--- config.mk ---
export PLATFORM = sky130hd
export DESIGN_NAME = video_mode_ctrl
export DESIGN_NICKNAME = d
export VERILOG_FILES = /design/src/rtl/video_mode_pkg.sv /design/src/rtl/video_mode_ctrl_btn_debounce.sv /design/src/rtl/video_mode_ctrl.sv
export SDC_FILE = /design/constraint.sdc
export NUM_CORES = 1
export LEC_CHECK = 0
export ABC_CLOCK_PERIOD_IN_PS = 1690
export CAP_MARGIN = 40
export CORE_MARGIN = 5
export CORE_UTILIZATION = 45
export CTS_CLUSTER_DIAMETER = 200
export CTS_CLUSTER_SIZE = 28
export DETAILED_ROUTE_END_ITERATION = 12
export PLACE_DENSITY_LB_ADDON = 0.1
export SLEW_MARGIN = 10
export SYNTH_ARGS = -nofsm -noshare
export SYNTH_HDL_FRONTEND = slang
export SYNTH_SLANG_ARGS = --single-unit
--- constraint.sdc ---
create_clock -name clk_pixel_in -period 1.69 [get_ports clk_pixel_in]
set_clock_uncertainty 0.2 [all_clocks]
set_input_delay 0.4225 -clock clk_pixel_in [delete_from_list [all_inputs] [get_ports clk_pixel_in]]
set_output_delay 0.4225 -clock clk_pixel_in [all_outputs]
set_load 0.01 [all_outputs]
--- src/rtl/video_mode_pkg.sv ---
// Shared types for the video mode controller: select encodings and control FSM states.
package video_mode_pkg;

    typedef enum logic [1:0] {
        BG_CAMERA  = 2'd0,
        BG_CHANNEL = 2'd1,
        BG_THRESH  = 2'd2,
        BG_YMASK   = 2'd3
    } bg_mode_t;

    typedef enum logic [1:0] {
        TGT_NONE  = 2'd0,
        TGT_CROSS = 2'd1,
        TGT_LINE  = 2'd2,
        TGT_BOTH  = 2'd3
    } tgt_mode_t;

    typedef enum logic {
        MANUAL = 1'b0,
        AUTO   = 1'b1
    } ctrl_state_t;

    function automatic bg_mode_t next_bg(input bg_mode_t v);
        return bg_mode_t'(v + 2'd1);
    endfunction

    function automatic tgt_mode_t next_tgt(input tgt_mode_t v);
        return tgt_mode_t'(v + 2'd1);
    endfunction

endpackage

--- src/rtl/video_mode_ctrl_btn_debounce.sv ---
// Raw push-button synchronizer and debouncer producing an accepted level and a one-cycle press pulse.
module btn_debounce #(
    parameter logic [15:0] DEBOUNCE_CYCLES = 16'd50000,
    parameter int          SYNC_STAGES     = 2
) (
    input  logic clk,
    input  logic rst_n,
    input  logic btn_in,
    output logic level_out,
    output logic press_out
);

    logic [SYNC_STAGES-1:0] sync_q, sync_d;
    logic [SYNC_STAGES-1:0] prime_q, prime_d;
    logic [15:0]            cnt_q, cnt_d;
    logic                   level_q, level_d;
    logic                   level_dly_q, level_dly_d;
    logic                   armed_q, armed_d;
    logic                   synced;

    assign synced = sync_q[SYNC_STAGES-1];

    always_comb begin
        sync_d      = {sync_q[SYNC_STAGES-2:0], btn_in};
        prime_d     = {prime_q[SYNC_STAGES-2:0], 1'b1};
        cnt_d       = 16'd0;
        level_d     = level_q;
        level_dly_d = level_q;
        // A button held through reset must be seen released before its first press counts.
        armed_d     = armed_q | (prime_q[SYNC_STAGES-1] & ~synced & ~level_q);
        if (synced != level_q) begin
            if (cnt_q == DEBOUNCE_CYCLES - 16'd1) begin
                level_d = synced;
            end else begin
                cnt_d = cnt_q + 16'd1;
            end
        end
    end

    always_ff @(posedge clk or negedge rst_n) begin
        if (!rst_n) begin
            sync_q      <= '0;
            prime_q     <= '0;
            cnt_q       <= 16'd0;
            level_q     <= 1'b0;
            level_dly_q <= 1'b0;
            armed_q     <= 1'b0;
        end else begin
            sync_q      <= sync_d;
            prime_q     <= prime_d;
            cnt_q       <= cnt_d;
            level_q     <= level_d;
            level_dly_q <= level_dly_d;
            armed_q     <= armed_d;
        end
    end

    assign level_out = level_q;
    assign press_out = level_q & ~level_dly_q & armed_q;

endmodule

--- src/rtl/video_mode_ctrl.sv ---
// Background/overlay select controller: debounced buttons queue advances, auto-demo cycles modes,
// and all select changes are committed only on the frame-boundary pulse.
module video_mode_ctrl
    import video_mode_pkg::*;
#(
    parameter logic [15:0] DEBOUNCE_CYCLES = 16'd50000,
    parameter logic [7:0]  AUTO_FRAMES     = 8'd120,
    parameter int          SYNC_STAGES     = 2
) (
    input  logic       clk_pixel_in,
    input  logic       rst_n_in,
    input  logic       btn_bg_in,
    input  logic       btn_target_in,
    input  logic       auto_en_in,
    input  logic       new_frame_in,
    output logic [1:0] bg_out,
    output logic [1:0] target_out,
    output logic       mode_changed_out,
    output logic       pending_out
);

    logic        bg_level, bg_press_raw, tgt_level, tgt_press_raw;
    logic        bg_press, tgt_press;
    ctrl_state_t state_q, state_d;
    logic [7:0]  cnt_q, cnt_d;
    bg_mode_t    bg_q, bg_d;
    tgt_mode_t   tgt_q, tgt_d;
    logic        pend_bg_q, pend_bg_d, pend_tgt_q, pend_tgt_d;
    logic        mc_q, mc_d;
    logic        eff_bg, eff_tgt, auto_tick, bg_adv, tgt_adv;

    btn_debounce #(.DEBOUNCE_CYCLES(DEBOUNCE_CYCLES), .SYNC_STAGES(SYNC_STAGES)) u_db_bg (
        .clk(clk_pixel_in), .rst_n(rst_n_in), .btn_in(btn_bg_in),
        .level_out(bg_level), .press_out(bg_press_raw)
    );

    btn_debounce #(.DEBOUNCE_CYCLES(DEBOUNCE_CYCLES), .SYNC_STAGES(SYNC_STAGES)) u_db_tgt (
        .clk(clk_pixel_in), .rst_n(rst_n_in), .btn_in(btn_target_in),
        .level_out(tgt_level), .press_out(tgt_press_raw)
    );

    assign bg_press  = bg_press_raw & bg_level;
    assign tgt_press = tgt_press_raw & tgt_level;

    always_comb begin
        state_d    = state_q;
        cnt_d      = cnt_q;
        bg_d       = bg_q;
        tgt_d      = tgt_q;
        pend_bg_d  = pend_bg_q | bg_press;
        pend_tgt_d = pend_tgt_q | tgt_press;
        mc_d       = 1'b0;

        // A press landing on the frame pulse is used directly, never parked in a flag.
        eff_bg    = pend_bg_q | bg_press;
        eff_tgt   = pend_tgt_q | tgt_press;
        auto_tick = (state_q == AUTO) && auto_en_in && new_frame_in
                    && (cnt_q == AUTO_FRAMES - 8'd1);
        bg_adv    = new_frame_in && (eff_bg || auto_tick);
        tgt_adv   = new_frame_in && (eff_tgt || (auto_tick && (bg_q == BG_YMASK)));

        case (state_q)
            MANUAL: begin
                if (auto_en_in) begin
                    state_d = AUTO;
                    cnt_d   = 8'd0;
                end
            end
            AUTO: begin
                if (!auto_en_in) begin
                    state_d = MANUAL;
                end else if (new_frame_in) begin
                    if (eff_bg || eff_tgt || (cnt_q == AUTO_FRAMES - 8'd1)) begin
                        cnt_d = 8'd0;
                    end else begin
                        cnt_d = cnt_q + 8'd1;
                    end
                end
            end
            default: state_d = MANUAL;
        endcase

        if (new_frame_in) begin
            pend_bg_d  = 1'b0;
            pend_tgt_d = 1'b0;
            mc_d       = bg_adv | tgt_adv;
            if (bg_adv) begin
                bg_d = next_bg(bg_q);
            end
            if (tgt_adv) begin
                tgt_d = next_tgt(tgt_q);
            end
        end
    end

    always_ff @(posedge clk_pixel_in or negedge rst_n_in) begin
        if (!rst_n_in) begin
            state_q    <= MANUAL;
            cnt_q      <= 8'd0;
            bg_q       <= BG_CAMERA;
            tgt_q      <= TGT_NONE;
            pend_bg_q  <= 1'b0;
            pend_tgt_q <= 1'b0;
            mc_q       <= 1'b0;
        end else begin
            state_q    <= state_d;
            cnt_q      <= cnt_d;
            bg_q       <= bg_d;
            tgt_q      <= tgt_d;
            pend_bg_q  <= pend_bg_d;
            pend_tgt_q <= pend_tgt_d;
            mc_q       <= mc_d;
        end
    end

    assign bg_out           = bg_q;
    assign target_out       = tgt_q;
    assign mode_changed_out = mc_q;
    assign pending_out      = pend_bg_q | pend_tgt_q;

endmodule
==> flow_summary_export.csv <==
group,metric,value,unit
yosys,yosys_warnings,0,
route,wl,6090,um
route,drt-initial-drc-count,66,
placement,port_buffers,11,
power_and_ir_drop,power_frac_comb,8.6,%
route,routedWlPerCell,14.6,um
sta,hold_viol_final,0,
yosys,synth_ff_type,"dfrtp_1",
global_route,grt_pass1_wl,9580,um
yosys,synth_nets,259,
sta,timing.fmax,563,MHz
setup_path,end_kind,"flop",
layout,fillers,422,
clock_network,cts_tree,"done",
yosys,netlist_top_cells_area,"dfrtp_1, xor2_1, nor2_1",
clock_network,clockBufferDepth,2,
power_and_ir_drop,internal-power,2.62,mW
yosys,async_flop_share,100,%
placement,dp.cells,383,
power_and_ir_drop,leakage,1.85,nW
global_route,grt_pass1_vias,2103,
sta,fin_ws,-86.9,ps
route,dr.pass1.iters,5,
layout,final_cells,417,
global_route,overflow,0,
yosys,synth_cell_types,41,
global_route,track_usage,16.0,%
clock_network,worst_skew_pair.late_latency,340,ps
layout,final_common_cell,"dfrtp_1",
clock_network,path_clk_slew,70,ps
global_route,grt_max_degree,61,
route,via_count,2203,
setup_path,required,1750,ps
yosys,syn_avg_cell_area,10.9,um2
placement,hpwlAfterDp,3530,um
clock_network,cts_sinks,60,
flow_run,drv_cap,0,
layout,mostFrequentLayoutCells,"dfrtp_1, buf_4, xor2_1",
route,post-route-drc-count,0,
sta,rsz0062_at_grt,"yes",
layout,syn_to_final_growth,53.2,%
floorplanning,num_io_pins,12,
sta,setup_viol_count_final,31,
clock_network,clockRootBuffer,"clkbuf_8",
yosys,netlist.top_cell.by_area,"dfrtp_1",
placement,place_area,3350,um2
clock_network,cts_buffers,9,
yosys,synth-xor-area-share,9.69,%
power_and_ir_drop,sw_frac_of_total,23.4,%
yosys,syn_inst,249,
yosys,yosys.area_share.adder,1.85,%
layout,n_antenna_cell,0,
yosys,synth-simple-area-share,24.0,%
floorplanning,die_h,87.6,um
yosys,synth_mux_area_share,1.25,%
power_and_ir_drop,ir_drop,601,uV
yosys,synth_top_family_by_area,"simple AND/OR/NAND/NOR gates",
power_and_ir_drop,seqPwrFrac,44.3,%
yosys,ys_ff_latch,60,
yosys,synth.cell_area,2710,um2
sta,fin_crit,1780,ps
layout,design_area,4160,um2
floorplanning,placementRows,28,
floorplanning,die_w,87.6,um
power_and_ir_drop,clock_power_share,47.1,%
setup_path,cp_top_family,"simple AND/OR/NAND/NOR gates",
setup_path,path_class,"flop to flop",
setup_path,cp_max_fo,2,
power_and_ir_drop,power_density,823,nW/um2
route,viasPerCell,5.28,
floorplanning,initial_core_util,46.1,%
power_and_ir_drop,p_sw,802,uW
yosys,netlist.area_leader.share,55.4,%
sta,period_share,105,%
setup_path,worst_path_max_delay_cell,"or4_4",
min_path,hold_class,"primary input to flop",
status,violations,"negative setup slack",
setup_path,crit_arrival,1840,ps
placement,place.gp.congestion,0.792,
clock_network,h-tree-depth,3,
floorplanning,core_area,5890,um2
floorplanning,die_area,7680,um2
setup_path,path_buf_inv,0,
layout,final_nets,347,
yosys,synth_seq_area_share,55.4,%
layout,layout-drive-gt1-share,46.5,%
setup_path,slowest_delay,510,ps
setup_path,critPathLaunchType,"flop",
status,status,"finished with violations",
setup_path,crit_chain,"ha_4 -> nand3_4 -> or2_4 -> or4_4 -> a21oi_2",
route,antenna_left,0,
yosys,synth-compound-area-share,6.60,%
yosys,synth_edf_count,0,
sta,drv_slew,0,
global_route,antenna_found_initial,0,
[synthesized netlist by cell type, drive strengths merged, types with 2 or more instances]
cell,n
dfrtp,60
nand3,11
ha,4
and4,5
nor2,30
clkbuf,2
o31ai,2
nor4,4
mux2,3
and2,2
a21o,2
nor4b,2
and3b,2
and3,8
o21ai,7
nor3,2
or3,3
nor4bb,4
a31oi,8
nand4,11
or4,2
or2,4
a21oi,8
buf,3
xor2,23
nand3b,4
inv,2
xnor2,7
nand2,18
[area by class of cell]
type	count	area, um2	share of cell area (%)
flip-flops and latches	60	1500	36.1
clock inverters	7	123	2.95
well taps	75	93.8	2.26
repair buffers	82	738	17.8
inverters	2	7.51	0.181
clock buffers	9	124	2.98
multi-input cells	182	1570	37.7
[routing by layer]
layer | share of wire [%] | track usage [%]
met1 | 47 | 22.1
met2 | 49 | 24.2
met3 | 2.4 | 3.29
met4 | 1.4 | 7.53
met5 | 0 | 0
[final timing paths]
kind | start | endpoint | slack [ps] | depth (start not counted)
max in group asynchronous | rst_n_in | bg_out[0] | 600 | 3
min | auto_en_in | state_q | 110 | 1
min reg2reg | u_db_tgt.sync_q[0] | u_db_tgt.sync_q[1] | 150 | 0
max reg2reg | u_db_tgt.cnt_q[0] | u_db_tgt.cnt_q[14] | -90 | 5
max | u_db_tgt.cnt_q[0] | u_db_tgt.cnt_q[14] | -90 | 5
min in group asynchronous | rst_n_in | u_db_tgt.cnt_q[8] | 420 | 3
[flip-flops by register name (all words and copies together), names as in the netlist]
signal and cells:
u_db_tgt.cnt_q 16, pend_tgt_q 1, u_db_tgt.level_out 1, u_db_tgt.armed_q 1, u_db_tgt.sync_q 2, u_db_bg.cnt_q 16, bg_out 2, u_db_tgt.level_dly_q 1
u_db_bg.prime_q 1, u_db_bg.armed_q 1, target_out 2, state_q 1, u_db_bg.level_out 1, u_db_tgt.prime_q 1, cnt_q 8, mode_changed_out 1
u_db_bg.level_dly_q 1, u_db_bg.sync_q 2, pend_bg_q 1
[logic make-up (layout without fill, tap and decap cells)]
family / Yosys count / count (layout)
other: 1 / 1
adders and majority gates: 4 / 4
DFF: 60 / 60
AOI/OAI and AO/OA: 30 / 30
buffers and inverters: 7 / 100
xor gates and xnor gates: 30 / 30
muxes: 3 / 3
and+or+nand+nor: 114 / 114
[stage by stage]
stage	hold slack (ps)	setup TNS [ps]	worst slack [ps]	utilization (%)	power, mW
3_5_place_dp	136	-4420	-331	56.9	1.76
3_3_place_gp	132	-4290	-319	56.9	1.76
6_report	107	-908	-86.9	70.6	3.42
2_1_floorplan	-73.1	-111	-111	-	1.62
4_1_cts	153	-1080	-106	63.4	3.39
5_1_grt	116	-4290	-186	70.6	3.54
[repair_timing]
item | in CTS | in global routing
setup buffers | 4 | 12
hold buffers | 1 | 0
setup endpoints to repair | 32 | 48
endpoints found under the hold margin | 60 | 0
cloned | 1 | 1
gates resized for setup | 32 | 89
pin swaps | 18 | 39
[power groups by stage]
stage / Combinational, mW / Clock, mW / Sequential (mW)
after floorplan: 0.0659 / 0 / 1.55
after global placement: 0.212 / 0 / 1.54
after detailed placement: 0.216 / 0 / 1.54
after CTS: 0.231 / 1.64 / 1.52
after global routing: 0.325 / 1.69 / 1.52
final: 0.293 / 1.61 / 1.52
Power figures use the tool's default switching activity.
